<file path="src/rtl/mips_bus_pkg.sv">
// Shared types and helpers for the MIPS bus master and its lane-steering logic.
package mips_bus_pkg;

    typedef enum logic [1:0] {
        SIZE_BYTE = 2'b00,
        SIZE_HALF = 2'b01,
        SIZE_WORD = 2'b10
    } size_t;

    typedef enum logic [1:0] {
        IDLE   = 2'b00,
        ACCESS = 2'b01,
        RESP   = 2'b10
    } bm_state_t;

    // An illegal size encoding is reported as misaligned so one check covers both errors.
    function automatic logic is_aligned(input logic [1:0] addr, input logic [1:0] size);
        logic ok;
        case (size)
            SIZE_BYTE: ok = 1'b1;
            SIZE_HALF: ok = ~addr[0];
            SIZE_WORD: ok = (addr == 2'b00);
            default:   ok = 1'b0;
        endcase
        return ok;
    endfunction

endpackage

</file>
<file path="src/rtl/bus_lane_align.sv">
// Combinational byte-lane steering for stores and alignment/extension for loads.
module bus_lane_align
    import mips_bus_pkg::*;
(
    input  logic [1:0]  size,
    input  logic [1:0]  addr_lo,
    input  logic [31:0] wdata,
    input  logic [31:0] readdata,
    input  logic        is_unsigned,
    output logic [3:0]  byteenable,
    output logic [31:0] writedata,
    output logic [31:0] load_data
);

    logic [7:0]  byte_lane;
    logic [15:0] half_lane;

    assign byte_lane = 8'(readdata >> {addr_lo, 3'b000});
    assign half_lane = addr_lo[1] ? readdata[31:16] : readdata[15:0];

    always_comb begin
        byteenable = 4'b0000;
        writedata  = 32'h0;
        load_data  = 32'h0;
        case (size)
            SIZE_BYTE: begin
                byteenable = 4'b0001 << addr_lo;
                writedata  = {4{wdata[7:0]}};
                load_data  = {{24{~is_unsigned & byte_lane[7]}}, byte_lane};
            end
            SIZE_HALF: begin
                byteenable = addr_lo[1] ? 4'b1100 : 4'b0011;
                writedata  = {2{wdata[15:0]}};
                load_data  = {{16{~is_unsigned & half_lane[15]}}, half_lane};
            end
            SIZE_WORD: begin
                byteenable = 4'b1111;
                writedata  = wdata;
                load_data  = readdata;
            end
            default: ;
        endcase
    end

endmodule

</file>
<file path="src/rtl/mips_bus_master.sv">
// CPU-side bus initiator: one load/store at a time, lane steering, stall wait and watchdog.
module mips_bus_master
    import mips_bus_pkg::*;
#(
    parameter int unsigned TIMEOUT_CYCLES = 256
) (
    input  logic        clk,
    input  logic        reset_n,
    input  logic        cpu_req,
    input  logic        cpu_we,
    input  logic [1:0]  cpu_size,
    input  logic        cpu_unsigned,
    input  logic [31:0] cpu_addr,
    input  logic [31:0] cpu_wdata,
    output logic [31:0] cpu_rdata,
    output logic        cpu_done,
    output logic        cpu_err,
    output logic        cpu_busy,
    output logic [31:0] address,
    output logic        read,
    output logic        write,
    output logic [3:0]  byteenable,
    output logic [31:0] writedata,
    input  logic        waitrequest,
    input  logic [31:0] readdata
);

    localparam int CNT_W = (TIMEOUT_CYCLES > 1) ? $clog2(TIMEOUT_CYCLES + 1) : 1;

    bm_state_t        state_q, state_d;
    logic             read_q, read_d, write_q, write_d;
    logic [3:0]       be_q, be_d;
    logic [31:0]      address_q, address_d, writedata_q, writedata_d;
    logic [31:0]      rdata_q, rdata_d;
    logic             done_q, done_d, err_q, err_d;
    logic [CNT_W-1:0] cnt_q, cnt_d;
    logic [1:0]       size_q, size_d, alo_q, alo_d;
    logic             uns_q, uns_d;

    logic [1:0]       ln_size, ln_alo;
    logic             ln_uns;
    logic [3:0]       ln_be;
    logic [31:0]      ln_wdata, ln_load;

    // One lane unit: fed from the core while idle, from the latched request afterwards.
    assign ln_size = (state_q == IDLE) ? cpu_size     : size_q;
    assign ln_alo  = (state_q == IDLE) ? cpu_addr[1:0] : alo_q;
    assign ln_uns  = (state_q == IDLE) ? cpu_unsigned : uns_q;

    bus_lane_align u_lane (
        .size        (ln_size),
        .addr_lo     (ln_alo),
        .wdata       (cpu_wdata),
        .readdata    (readdata),
        .is_unsigned (ln_uns),
        .byteenable  (ln_be),
        .writedata   (ln_wdata),
        .load_data   (ln_load)
    );

    always_comb begin
        state_d     = state_q;
        read_d      = read_q;
        write_d     = write_q;
        be_d        = be_q;
        address_d   = address_q;
        writedata_d = writedata_q;
        rdata_d     = rdata_q;
        done_d      = 1'b0;
        err_d       = 1'b0;
        cnt_d       = cnt_q;
        size_d      = size_q;
        alo_d       = alo_q;
        uns_d       = uns_q;
        case (state_q)
            IDLE: begin
                if (cpu_req) begin
                    if (!is_aligned(cpu_addr[1:0], cpu_size)) begin
                        err_d = 1'b1;
                    end else begin
                        size_d      = cpu_size;
                        alo_d       = cpu_addr[1:0];
                        uns_d       = cpu_unsigned;
                        address_d   = {cpu_addr[31:2], 2'b00};
                        be_d        = ln_be;
                        writedata_d = ln_wdata;
                        read_d      = ~cpu_we;
                        write_d     = cpu_we;
                        cnt_d       = '0;
                        state_d     = ACCESS;
                    end
                end
            end
            ACCESS: begin
                if (!waitrequest) begin
                    read_d  = 1'b0;
                    write_d = 1'b0;
                    if (read_q) rdata_d = ln_load;
                    done_d  = 1'b1;
                    state_d = RESP;
                end else if (TIMEOUT_CYCLES != 0) begin
                    cnt_d = cnt_q + 1'b1;
                    if (cnt_d == CNT_W'(TIMEOUT_CYCLES)) begin
                        read_d  = 1'b0;
                        write_d = 1'b0;
                        err_d   = 1'b1;
                        state_d = IDLE;
                    end
                end
            end
            RESP:    state_d = IDLE;
            default: state_d = IDLE;
        endcase
    end

    always_ff @(posedge clk) begin
        if (!reset_n) begin
            state_q     <= IDLE;
            read_q      <= 1'b0;
            write_q     <= 1'b0;
            be_q        <= 4'b0000;
            address_q   <= 32'h0;
            writedata_q <= 32'h0;
            rdata_q     <= 32'h0;
            done_q      <= 1'b0;
            err_q       <= 1'b0;
            cnt_q       <= '0;
            size_q      <= 2'b00;
            alo_q       <= 2'b00;
            uns_q       <= 1'b0;
        end else begin
            state_q     <= state_d;
            read_q      <= read_d;
            write_q     <= write_d;
            be_q        <= be_d;
            address_q   <= address_d;
            writedata_q <= writedata_d;
            rdata_q     <= rdata_d;
            done_q      <= done_d;
            err_q       <= err_d;
            cnt_q       <= cnt_d;
            size_q      <= size_d;
            alo_q       <= alo_d;
            uns_q       <= uns_d;
        end
    end

    assign cpu_rdata  = rdata_q;
    assign cpu_done   = done_q;
    assign cpu_err    = err_q;
    assign cpu_busy   = (state_q != IDLE);
    assign address    = address_q;
    assign read       = read_q;
    assign write      = write_q;
    assign byteenable = be_q;
    assign writedata  = writedata_q;

endmodule

</file>
<file path="config.mk">
export PLATFORM = sky130hd
export DESIGN_NAME = mips_bus_master
export DESIGN_NICKNAME = d
export VERILOG_FILES = /design/src/rtl/mips_bus_pkg.sv /design/src/rtl/bus_lane_align.sv /design/src/rtl/mips_bus_master.sv
export SDC_FILE = /design/constraint.sdc
export NUM_CORES = 1
export LEC_CHECK = 0
export ABC_AREA = 1
export BUFFER_PORTS_ARGS = -buffer_cell sky130_fd_sc_hd__buf_2
export CORE_UTILIZATION = 50
export CTS_CLUSTER_DIAMETER = 150
export DETAILED_ROUTE_END_ITERATION = 12
export GPL_ROUTABILITY_DRIVEN = 0
export PLACE_DENSITY = 0.8
export SLEW_MARGIN = 15
export SYNTH_ARGS = -nofsm -noshare
export SYNTH_HDL_FRONTEND = slang
export SYNTH_SLANG_ARGS = --single-unit
</file>
<file path="constraint.sdc">
create_clock -name clk -period 2 [get_ports clk]
set_input_delay 0.2 -clock clk [delete_from_list [all_inputs] [get_ports clk]]
set_output_delay 0.2 -clock clk [all_outputs]
set_load 0.005 [all_outputs]
</file>
# Word-level counts from Yosys, hierarchy flattened
# Cells that the tools add are included.
dict set report classes {
  n_reduce_logical 12
  n_mux 34
  div_mod_pow 0
  n_eq_ne 10
  shifts 2
  mul 0
  addsub 1
  n_lt_le_gt_ge 0
  bitwise_logic 6
}
# op n
set op_table {}
lappend op_table {{$pmux 32 s3} 2}
lappend op_table {{$shr 32x5->8} 1}
lappend op_table {{$mux 9} 3}
lappend op_table {{$pmux 9 s2} 1}
lappend op_table {{$mux 16} 1}
lappend op_table {{$mux 1} 14}
lappend op_table {{$mux 2} 6}
lappend op_table {{$pmux 4 s3} 1}
lappend op_table {{$add 9x1->9 const B} 1}
lappend op_table {{$eq 9x9->1 const B} 1}
lappend op_table {{$reduce_and 3->1} 3}
lappend op_table {{$logic_not 2->1} 4}
lappend op_table {{$reduce_and 4->1} 2}
lappend op_table {{$eq 2x1->1 const B} 3}
lappend op_table {{$pmux 1 s2} 3}
lappend op_table {{$eq 2x2->1 const B} 2}
lappend op_table {{$mux 4} 1}
lappend op_table {{$ne 2x2->1 const B} 2}
lappend op_table {{$not 1->1} 4}
lappend op_table {{$pmux 2 s2} 1}
lappend op_table {{$reduce_bool 2->1} 2}
lappend op_table {{$shl 1x2->4 const A} 1}
lappend op_table {{$ne 3x3->1 const B} 1}
lappend op_table {{$pmux 1 s3} 1}
lappend op_table {{other kinds (3)} 4}
dict set report word_totals {
  rom_bits 0
  latch_bits 0
  out_inout_bits 105
  input_bits 104
  reg_bits 118
  word_cells 78
  ramBits 0
  n_memories 0
}

# Longest topological paths before layout
# Gate-level depths: netlist of run 1.
dict set report logic_depth {
  depth_word 7
  ltp_mapped 13
  ltp_nobuf 13
}

# Cells and area by module
# Synthesis of run 1 repeated with hierarchy kept, for this count alone.
dict set report unflattened {
  cells_unflattened 923
  area_unflattened_um2 6034.5
}
# module instances seq_area_each_um2 cells_each area_each_um2
set modules_own_cells {}
lappend modules_own_cells {mips_bus_master 1 2362.3 589 4560.6}
lappend modules_own_cells {bus_lane_align 1 0.0 334 1473.9}

# Worst setup path after synthesis of run 1
# OpenSTA, ideal clock, no wires.
dict set report synth_path {
  kind {reg-to-reg}
  startpoint {reg state_q[1]}
  endpoint {reg rdata_q[21] (netlist: cpu_rdata[21])}
  t_required_ps 1868
  path_stages_with_launch 12
  setup_time_ps 132
  path_buffers 2
  setup_slack_ps 406
  synth_period_minus_slack_ps 1594
  arrival_time_ps 1461
  path_cell_list {dfxtp_1 nor2_2 buf_6 o21ai_4 inv_2 nand2_2 nor2_4 buf_4 nor2_1 nand2_1 nand2_1 a21oi_1}
}
dict set report synth_between {
  elab_chain_len 5
  elab_cells_between_ends 15
  classes_between {3 x eq/ne; 1 x shift; 5 x mux; 3 x bitwise; 3 x reduce/logical}
}
# element line_no
set synth_lines {}
lappend synth_lines {{start, declared} mips_bus_master.sv:30} ;# bm_state_t state_q, state_d;
lappend synth_lines {{start signal, assigned} mips_bus_master.sv:132} ;# state_q <= state_d;
lappend synth_lines {{$logic_not 2->1} {mips_bus_master.sv:46, mips_bus_master.sv:47, mips_bus_master.sv:48}}
lappend synth_lines {{$mux 2 or $mux 1 (tied branches)} {mips_bus_master.sv:47, mips_bus_master.sv:48}}
lappend synth_lines {{$shr 32x5->8, or another cell as far along} bus_lane_align.sv:18} ;# assign byte_lane = 8'(readdata >> {addr_lo, 3'b000});
lappend synth_lines {{$and 1x1->1, on equally long branches} {bus_lane_align.sv:29, bus_lane_align.sv:34}}
lappend synth_lines {{$pmux 32 s3} bus_lane_align.sv:25} ;# case (size)
lappend synth_lines {{end signal, assigned} mips_bus_master.sv:138} ;# rdata_q <= rdata_d;
lappend synth_lines {{end, declared} mips_bus_master.sv:34} ;# logic [31:0] rdata_q, rdata_d;
# Several ways; a longest one is shown, not always the timed one.
# A chain may end at the register's enable or synchronous reset.

# Final worst setup path of run 1
dict set report layout_path {
  startpoint {reg state_q[1]}
  endpoint {reg be_q[2] (netlist: byteenable[2])}
}
dict set report layout_between {
  elab_chain_len 4
  elab_cells_between_ends 10
  classes_between {2 x eq/ne; 1 x shift; 4 x mux; 3 x reduce/logical}
}
# element line_no
set layout_lines {}
lappend layout_lines {{$logic_not 2->1 *} {mips_bus_master.sv:46, mips_bus_master.sv:47, mips_bus_master.sv:75}}
lappend layout_lines {{$mux 2, on equally long branches} {mips_bus_master.sv:46, mips_bus_master.sv:47}}
lappend layout_lines {{$eq 2x2->1, or another cell as far along} bus_lane_align.sv:25}
lappend layout_lines {{$pmux 4 s3} bus_lane_align.sv:25}
lappend layout_lines {{end signal, assigned} mips_bus_master.sv:121} ;# be_q <= 4'b0000;
lappend layout_lines {{end signal, assigned} mips_bus_master.sv:135} ;# be_q <= be_d;
lappend layout_lines {{end, declared} mips_bus_master.sv:32} ;# logic [3:0] be_q, be_d;
# Mark *: on every way between the ends. The rest lies on a longest branch, timed or not.

==> results of run 1 <==
## metrics by stage
step / hold slack (ns) / std cells / instance area, um2 / utilization, % / setup WS [ns]
detailed placement: 0.428 / 1208 / 6910 / 62.4 / 0.113
global route: 0.0174 / 1248 / 7610 / 68.7 / -0.00132
CTS: 0.00115 / 1246 / 7540 / 68.1 / 0.0736
floorplan: 0.335 / 899 / 5790 / - / 0.406
global placement: 0.420 / 1208 / 6910 / 62.4 / 0.168
finish: 0.0101 / 1248 / 7610 / 68.7 / 0.162
## cells in the mapped netlist (all sizes together), types with 2 or more instances
| library cell | number | area share (%) |
|---|---|---|
| nand3 | 26 | 2.2 |
| nand4 | 2 | 0.48 |
| buf | 29 | 3.1 |
| a211oi | 2 | 0.26 |
| nor2 | 151 | 10 |
| dfxtp | 118 | 41 |
| o21ai | 84 | 7.7 |
| nand3b | 2 | 0.26 |
| a31oi | 18 | 1.9 |
| nand2 | 294 | 19 |
| inv | 58 | 3.8 |
| a21oi | 83 | 7.2 |
| clkbuf | 26 | 1.7 |
## flip-flops by register name, summed over array words and instances (netlist names)
register / cells
address: 30
writedata: 32
byteenable: 4
state_q: 2
read: 1
uns_q: 1
size_q: 2
cnt_q: 9
write: 1
cpu_done: 1
cpu_rdata: 32
cpu_err: 1
alo_q: 2
## per-layer routing
metal | track usage (%) | wire [um]
met3 | 7.17 | 1540
met2 | 47.6 | 7970
met1 | 35.8 | 7000
met4 | 12.1 | 479
met5 | 0 | 13
## kinds of logic (layout without fill, tap and decap cells)
group                    count (synthesis)  count (layout)  share of synthesized area [%]
AO/OA/AOI/OAI                          189             189                           17.4
XOR/XNOR                                 1               1                          0.151
adder cells (fa/ha/maj)                  1               1                          0.216
buffers and inverters                  113             321                           8.59
flip-flops                             118             118                           40.8
other                                    1               2                         0.0648
AND/OR/NAND/NOR                        475             476                           32.8
## power by group
| group | internal [uW] | switching (uW) |
|---|---|---|
| sequential | 2470 | 60.1 |
| clock | 1730 | 1170 |
| combinational | 430 | 687 |
## area by class of cell
type	instances	share of cell area, %
sequential	118	31.1
clock buffer	21	6.32
inverter	58	2.86
multi-input combinational	669	39.0
tap	140	2.30
clock inverter	11	1.18
timing repair buffer	231	17.3
## worst max-delay path, delay by kind of cell (launching register included)
kind | cells | cell delay [ns]
DFF | 1 | 0.35
AOI/OAI and AO/OA | 3 | 0.39
buffers and inverters | 4 | 0.55
and+or+nand+nor | 4 | 0.47
## repair_timing
| item | 4_1_cts | 5_1_grt |
|---|---|---|
| setup endpoints to repair | 0 | 25 |
| setup buffers | 0 | 1 |
| hold buffers | 6 | 0 |
| resized for setup | 0 | 6 |
| hold endpoints to repair | 6 | 0 |
## worst max path at each step
stage,endpoint,depth (start not counted)
6_report,byteenable[2]$_SDFFE_PN0P_,11
4_1_cts,cpu_rdata[16]$_SDFFE_PN0P_,10
5_1_grt,cpu_rdata[11]$_SDFFE_PN0P_,10
3_3_place_gp,cpu_rdata[13]$_SDFFE_PN0P_,10
2_1_floorplan,cpu_rdata[21]$_SDFFE_PN0P_,11
3_5_place_dp,cpu_rdata[28]$_SDFFE_PN0P_,10
==> flow_summary.toml, run 1 <==
[outcome]
status = "completed"

[critical_path]
critPathLaunch = "state_q[1]$_SDFFE_PN0P_"
r2r_end = "byteenable[2]$_SDFFE_PN0P_"
path_class = "flop to flop"
r2r_setup_slack_ns = 0.16
crit_path_end_kind = "flop"
cp.required_ns = 2.34
cp_max_fo = 9
cp_slowest_stage_delay_ns = 0.35
crit_slowest_cell = "dfxtp_1"
cp_cell_sequence = "nor2_4, buf_12, nand2_2, o21ai_4, inv_2, nor2_8, buf_4, inv_1, nor2_1, o21ai_0, a21oi_1"
critPathLaunchType = "flop"
rr_worst_depth = 11
rr_startpoint = "state_q[1]$_SDFFE_PN0P_"
cp.arrival_ns = 2.18

[routing]
vias = 6475
drc_errors = 0
wl_per_cell_um = 13.6
drt_first_pass_iters = 6
routed_wl_um = 17000
vias_per_cell = 5.19
drt_iter0_drc = 538
ant_nets = 0

[finish]
diodes = 0
fillers = 1000
mostFrequentLayoutCells = "288 x nand2_1, 206 x buf_2, 146 x nor2_1"
layout-drive-gt1-share_pct = 25.2
nNetsFinal = 1200
multiInputGateArea_um2 = 2970
area_growth_pct = 31.5
final-seq-area_um2 = 2360
layout_commonest_cell = "nand2_1"

[floorplanning]
initial_core_util_pct = 52.2
coreArea_um2 = 11100
die-area_um2 = 12000
ios = 209
row_count = 38
die_h_um = 110
die_w_um = 110

[clock_tree]
clock_path_buffers = 2
clk_pin_slew_ns = 0.06
tritoncts = "yes"
h-tree-depth = 4
cts_buffers = 17
clk-insertion-delay-late_ns = 0.42
cts.sinks = 118
root_buffer = "clkbuf_16"

[logic_synthesis]
ys_ff_latch = 118
ys_types = 31
yosys_warnings = 0
synth_ff_type = "dfxtp_1"
syn_area_um2 = 5790
syn-mean-instance-area_um2 = 6.44
synth-seq-area-share_pct = 40.8
synth_edf_count = 0
synth_cells = 898
async_flop_share_pct = 0

[pwr]
report.power.total_uw = 6550
power_density_nw_per_um2 = 861
p_leak_uw = 0.00379
ir_worst_vdd_mv = 0.605

[place]
hpwl_um = 11700
io_buffers = 206

[sta]
finalCriticalPeriod_ns = 1.84
timing.setup.tns_ns = 0
hold_viol = 0
slew_headroom_pct = 56.5
finalCritPeriodShare_pct = 91.9
setup_viol = 0
finClkSkew_ns = 0.00875
slew_viol_final = 0
tightest_slew_ns = 0.651
clock.fmax_mhz = 544

[min_path]
min-delay-start = "cpu_addr[4]"
hold_path.class = "input pin to flop"
min_path_cells = 3
hold_end = "address[4]$_SDFFE_PN0P_"

[grt]
grt_start_max_net_pins = 80
grt_pass1_wl_um = 27000
grtUsageTotal_pct = 28.9
grt_pass1_vias = 5744
antenna_found_initial = 1
gr-total-overflow = 0

[flow_run]
cap_violations = 0
No activity file was read; power rests on OpenSTA's default activity.
==> inputs of run 2 (changes only) <==
PLACE_DENSITY = default   (was 0.8)
PLACE_DENSITY_LB_ADDON = 0.05   (was default)
==> flow_summary.toml, run 2 (synthesis results as in run 1) <==
[outcome]
status = "completed"

[grt]
grt_pass1_wl_um = 27000
grt_pass1_vias = 5855
grt_start_max_net_pins = 79
antenna_found_initial = 0
grtUsageTotal_pct = 28.8
gr-total-overflow = 0

[clock_tree]
post_cts_resize_count = 0
cts.sinks = 118
clk-insertion-delay-late_ns = 0.42
cts_buffers = 17
h-tree-depth = 4
tritoncts = "yes"
root_buffer = "clkbuf_16"
clk_pin_slew_ns = 0.06
clock_path_buffers = 2

[finish]
area_growth_pct = 30.3
mostFrequentLayoutCells = "289 x nand2_1, 206 x buf_2, 146 x nor2_1"
fillers = 1011
diodes = 0
layout-drive-gt1-share_pct = 24.9
layout_commonest_cell = "nand2_1"
postLayoutCoreUtil_pct = 68.0
nNetsFinal = 1194

[floorplanning]
die_w_um = 110
coreArea_um2 = 11100
die-area_um2 = 12000
initial_core_util_pct = 52.2
row_count = 38
die_h_um = 110
ios = 209

[sta]
clock.fmax_mhz = 540
rsz0062_at_grt = "yes"
finalCriticalPeriod_ns = 1.85
timing.setup.tns_ns = 0
slew_viol_final = 0
finalCritPeriodShare_pct = 92.6
finClkSkew_ns = 0.00536
tightest_slew_ns = 0.600
slew_headroom_pct = 60.0
setup_viol = 0
hold_viol = 0

[place]
io_buffers = 206
hpwl_um = 11700

[routing]
vias_per_cell = 5.07
drt_iter0_drc = 398
routed_wl_um = 16800
wl_per_cell_um = 13.5
drc_errors = 0
ant_nets = 0
drt_first_pass_iters = 7
vias = 6295

[critical_path]
crit_path_end_kind = "flop"
crit_slowest_cell = "dfxtp_1"
critPathLaunchType = "flop"
cp_cell_sequence = "nor2_2, buf_4, nand2_1, nand2_1, buf_4, nand2_1, o21ai_0, nand2_1, nand3_1, nand2_1, nand2_1, a21oi_1"
crit_top_cell = "nand2_1"
path_class = "flop to flop"
cp_max_fo = 28
rr_startpoint = "state_q[1]$_SDFFE_PN0P_"
cp_slowest_stage_delay_ns = 0.34
cp.arrival_ns = 2.13
cp.required_ns = 2.28
critPathLaunch = "state_q[1]$_SDFFE_PN0P_"

[min_path]
min-delay-start = "cpu_addr[31]"
hold_path.class = "input pin to flop"

[pwr]
p_leak_uw = 0.00378
report.power.total_uw = 6660
ir_worst_vdd_mv = 0.943
power_density_nw_per_um2 = 884

[flow_run]
cap_violations = 0
[run 2: changes by cell type in the layout (fill, tap and decap cells not counted), moves of 2 or more]
cell	delta
bufinv_16	+2
clkinv_2	+4
dlygate4sd3_1	-3
clkinvlp_4	-3
inv_6	-2
[run 2: critical path: cells and delay by family, from the launching register on]
family	cells	cell delay (ns)
compound gates	2	0.16
buf+inv	2	0.47
flops	1	0.34
simple gates	8	0.74
[run 2: path summary, 6_finish.rpt]
path,end,slack [ns],depth (start not counted)
setup / recovery,cpu_rdata[2]$_SDFFE_PN0P_,0.15,12
hold / removal,address[31]$_SDFFE_PN0P_,0.007,3
setup reg to reg,cpu_rdata[2]$_SDFFE_PN0P_,0.15,12
hold reg to reg,cpu_rdata[14]$_SDFFE_PN0P_,0.46,2
[run 2: layout make-up]
class | count | area [um2] | share of cell area (%)
repair buffers | 226 | 1250 | 16.6
flip-flops and latches | 118 | 2360 | 31.3
well taps | 140 | 175 | 2.32
clock inverters | 11 | 121 | 1.61
clock buffers | 21 | 480 | 6.37
multi-input cells | 668 | 2930 | 38.9
inverters | 58 | 218 | 2.89
[run 2: timing repair]
action,4_1_cts,5_1_grt
hold buffers,3,0
setup buffers,0,1
hold endpoints to repair,3,0
endpoints found under the setup margin,0,25
[run 2: metal layers]
layer / share of wire [%] / vias up / track usage (%)
met5: 0 / - / 0
met4: 1.8 / 0 / 9.05
met3: 9.3 / 27 / 10.3
met2: 46 / 268 / 48.0
met1: 43 / 2772 / 34.8
li1: - / 3228 / -
[run 2: stage by stage]
step / hold slack, ns / instances / cell area, um2 / setup WS [ns]
6_report: 0.00715 / 1242 / 7540 / 0.148
5_1_grt: 0.0182 / 1242 / 7540 / -0.0356
4_1_cts: 0.000935 / 1241 / 7520 / 0.106
3_5_place_dp: 0.426 / 1206 / 6890 / 0.139
3_3_place_gp: 0.422 / 1206 / 6890 / 0.204
2_1_floorplan: 0.335 / 899 / 5790 / 0.406
[run 2: power breakdown]
part | internal, uW | leakage (uW) | switching, uW
registers | 2470 | 0.000962 | 57.0
logic | 414 | 0.00252 | 672
clock network | 1960 | 0.000296 | 1080
==> inputs of run 3 (changes only) <==
CORE_UTILIZATION = 45   (was 50)
clock period = 1.7 ns   (was 2 ns; I/O delays follow)
==> flow_summary.toml, run 3 (synthesis results as in run 1) <==
[floorplanning]
die-area_um2 = 13300
die_w_um = 115
die_h_um = 115
row_count = 41
ios = 209
coreArea_um2 = 12600
initial_core_util_pct = 46.0

[critical_path]
worstSetupPathDepth = 10
rr_worst_depth = 10
rr_startpoint = "state_q[1]$_SDFFE_PN0P_"
critPathLaunchType = "flop"
crit_path_end_kind = "flop"
r2r_end = "cpu_rdata[26]$_SDFFE_PN0P_"
crit_slowest_cell = "dfxtp_2"
critical_path.top_delay_family = "simple AND/OR/NAND/NOR gates"
critPathLaunch = "state_q[1]$_SDFFE_PN0P_"
path_class = "flop to flop"
cp_max_fo = 24
path_buf_inv = 3
cp_slowest_stage_delay_ns = 0.33
crit_end = "cpu_rdata[26]$_SDFFE_PN0P_"
cp_cell_sequence = "nor2_4, clkbuf_16, o21ai_4, buf_4, nor2_8, nand4_4, buf_12, nand2_1, nand2_2, a21oi_1"
cp.required_ns = 2.03
r2r_setup_slack_ns = 0.04
cp.arrival_ns = 2.00

[min_path]
hold_path.class = "input pin to flop"
min_path_cells = 3

[pwr]
ir_worst_vdd_mv = 0.749
power_density_nw_per_um2 = 974
p_leak_uw = 0.00417

[finish]
layout-drive-gt1-share_pct = 29.5
area_growth_pct = 47.1
mostFrequentLayoutCells = "279 x nand2_1, 206 x buf_2, 124 x nor2_1"
nNetsFinal = 1258
diodes = 0
fillers = 1157
layout_commonest_cell = "nand2_1"

[sta]
hold_viol = 0
setup_viol = 0
timing.setup.tns_ns = 0
slew_viol_final = 0
finalCritPeriodShare_pct = 97.9
clock.fmax_mhz = 601
rsz0062_at_grt = "yes"
finalCriticalPeriod_ns = 1.66
whs_ns = 0.0127
finClkSkew_ns = 0.00973

[flow_run]
cap_violations = 0

[grt]
grt_start_max_net_pins = 54
gr-total-overflow = 0
grt_pass1_vias = 6209
antenna_found_initial = 0
grt_pass1_wl_um = 28600
grtUsageTotal_pct = 27.1

[place]
io_buffers = 206
hpwl_um = 11800

[clock_tree]
cts.sinks = 118
h-tree-depth = 4
root_buffer = "clkbuf_16"
tritoncts = "yes"
clk-insertion-delay-late_ns = 0.42
clock_path_buffers = 2
clk_pin_slew_ns = 0.05
cts_buffers = 17

[routing]
drt_first_pass_iters = 5
wl_per_cell_um = 13.4
vias = 6643
ant_nets = 0
drc_errors = 0
routed_wl_um = 18000
drt_iter0_drc = 441
vias_per_cell = 4.96

[outcome]
status = "completed"
-- run 3: cell count changes in the layout (fill, tap and decap cells not counted), sizes merged --
cell | previous run | this run
dlygate4sd3 | 3 | 34
buf | 223 | 251
clkbuf | 21 | 28
bufinv | 2 | 4
clkinvlp | 2 | 0
inv | 60 | 58
-- run 3: what timing repair did --
| item | 4_1_cts | 5_1_grt |
|---|---|---|
| hold buffers | 34 | 0 |
| buffers inserted | 1 | 5 |
| gates resized for setup | 6 | 61 |
| setup endpoints to repair | 7 | 69 |
| cloned | 0 | 6 |
| hold endpoints to repair | 34 | 0 |
| pin swaps | 2 | 12 |
-- run 3: worst min-delay path by stage --
stage	startpoint	end	slack, ns
finish	cpu_addr[13]	address[13]$_SDFFE_PN0P_	0.01
global route	cpu_wdata[18]	writedata[18]$_SDFFE_PN0P_	0.01
CTS	cpu_wdata[18]	writedata[18]$_SDFFE_PN0P_	0.0004
detailed placement	cpu_addr[23]	address[23]$_SDFFE_PN0P_	0.40
global placement	cpu_addr[23]	address[23]$_SDFFE_PN0P_	0.39
floorplan	cpu_addr[10]	address[10]$_SDFFE_PN0P_	0.30
-- run 3: worst register-to-register path: stages (launching register included) --
cell	delay, ns
dfxtp_2	0.33
nor2_4	0.16
clkbuf_16	0.17
o21ai_4	0.06
buf_4	0.15
nor2_8	0.14
nand4_4	0.12
buf_12	0.17
nand2_1	0.08
nand2_2	0.05
a21oi_1	0.14
-- run 3: final cells by class --
type	count	area, um2	share of cell area [%]
multi-input cells	668	3080	36.1
flip-flops and latches	118	2370	27.9
repair buffers	290	2010	23.6
clock buffers	23	468	5.50
inverters	58	223	2.62
well taps	172	215	2.53
clock inverters	9	149	1.75
-- run 3: metal layers --
layer / GRT usage, % / wire (um) / vias to the layer above
met5: 0 / 0 / -
met4: 10.5 / 306 / 0
met3: 8.17 / 1370 / 30
li1: - / - / 3364
met1: 33.6 / 7760 / 2998
met2: 44.2 / 8550 / 251
-- run 3: per-stage QoR --
stage / util, % / setup slack (ns) / instance area (um2) / instances / power, uW
floorplan: - / 0.106 / 5790 / 899 / 3830
global placement: 57.1 / 0.0284 / 7180 / 1260 / 4370
CTS: 64.9 / -0.00385 / 8160 / 1327 / 8200
detailed placement: 57.1 / 0.00110 / 7180 / 1260 / 4380
global route: 67.7 / -0.0830 / 8510 / 1338 / 8670
finish: 67.7 / 0.0351 / 8510 / 1338 / 8290
-- run 3: power by group --
part | switching [uW] | internal, uW | total [uW] | leakage (uW)
clock network | 1230 | 2520 | 3750 | 0.000305
registers | 66.9 | 2910 | 2970 | 0.000964
logic | 874 | 702 | 1580 | 0.00290
total | 2170 | 6130 | 8290 | 0.00417
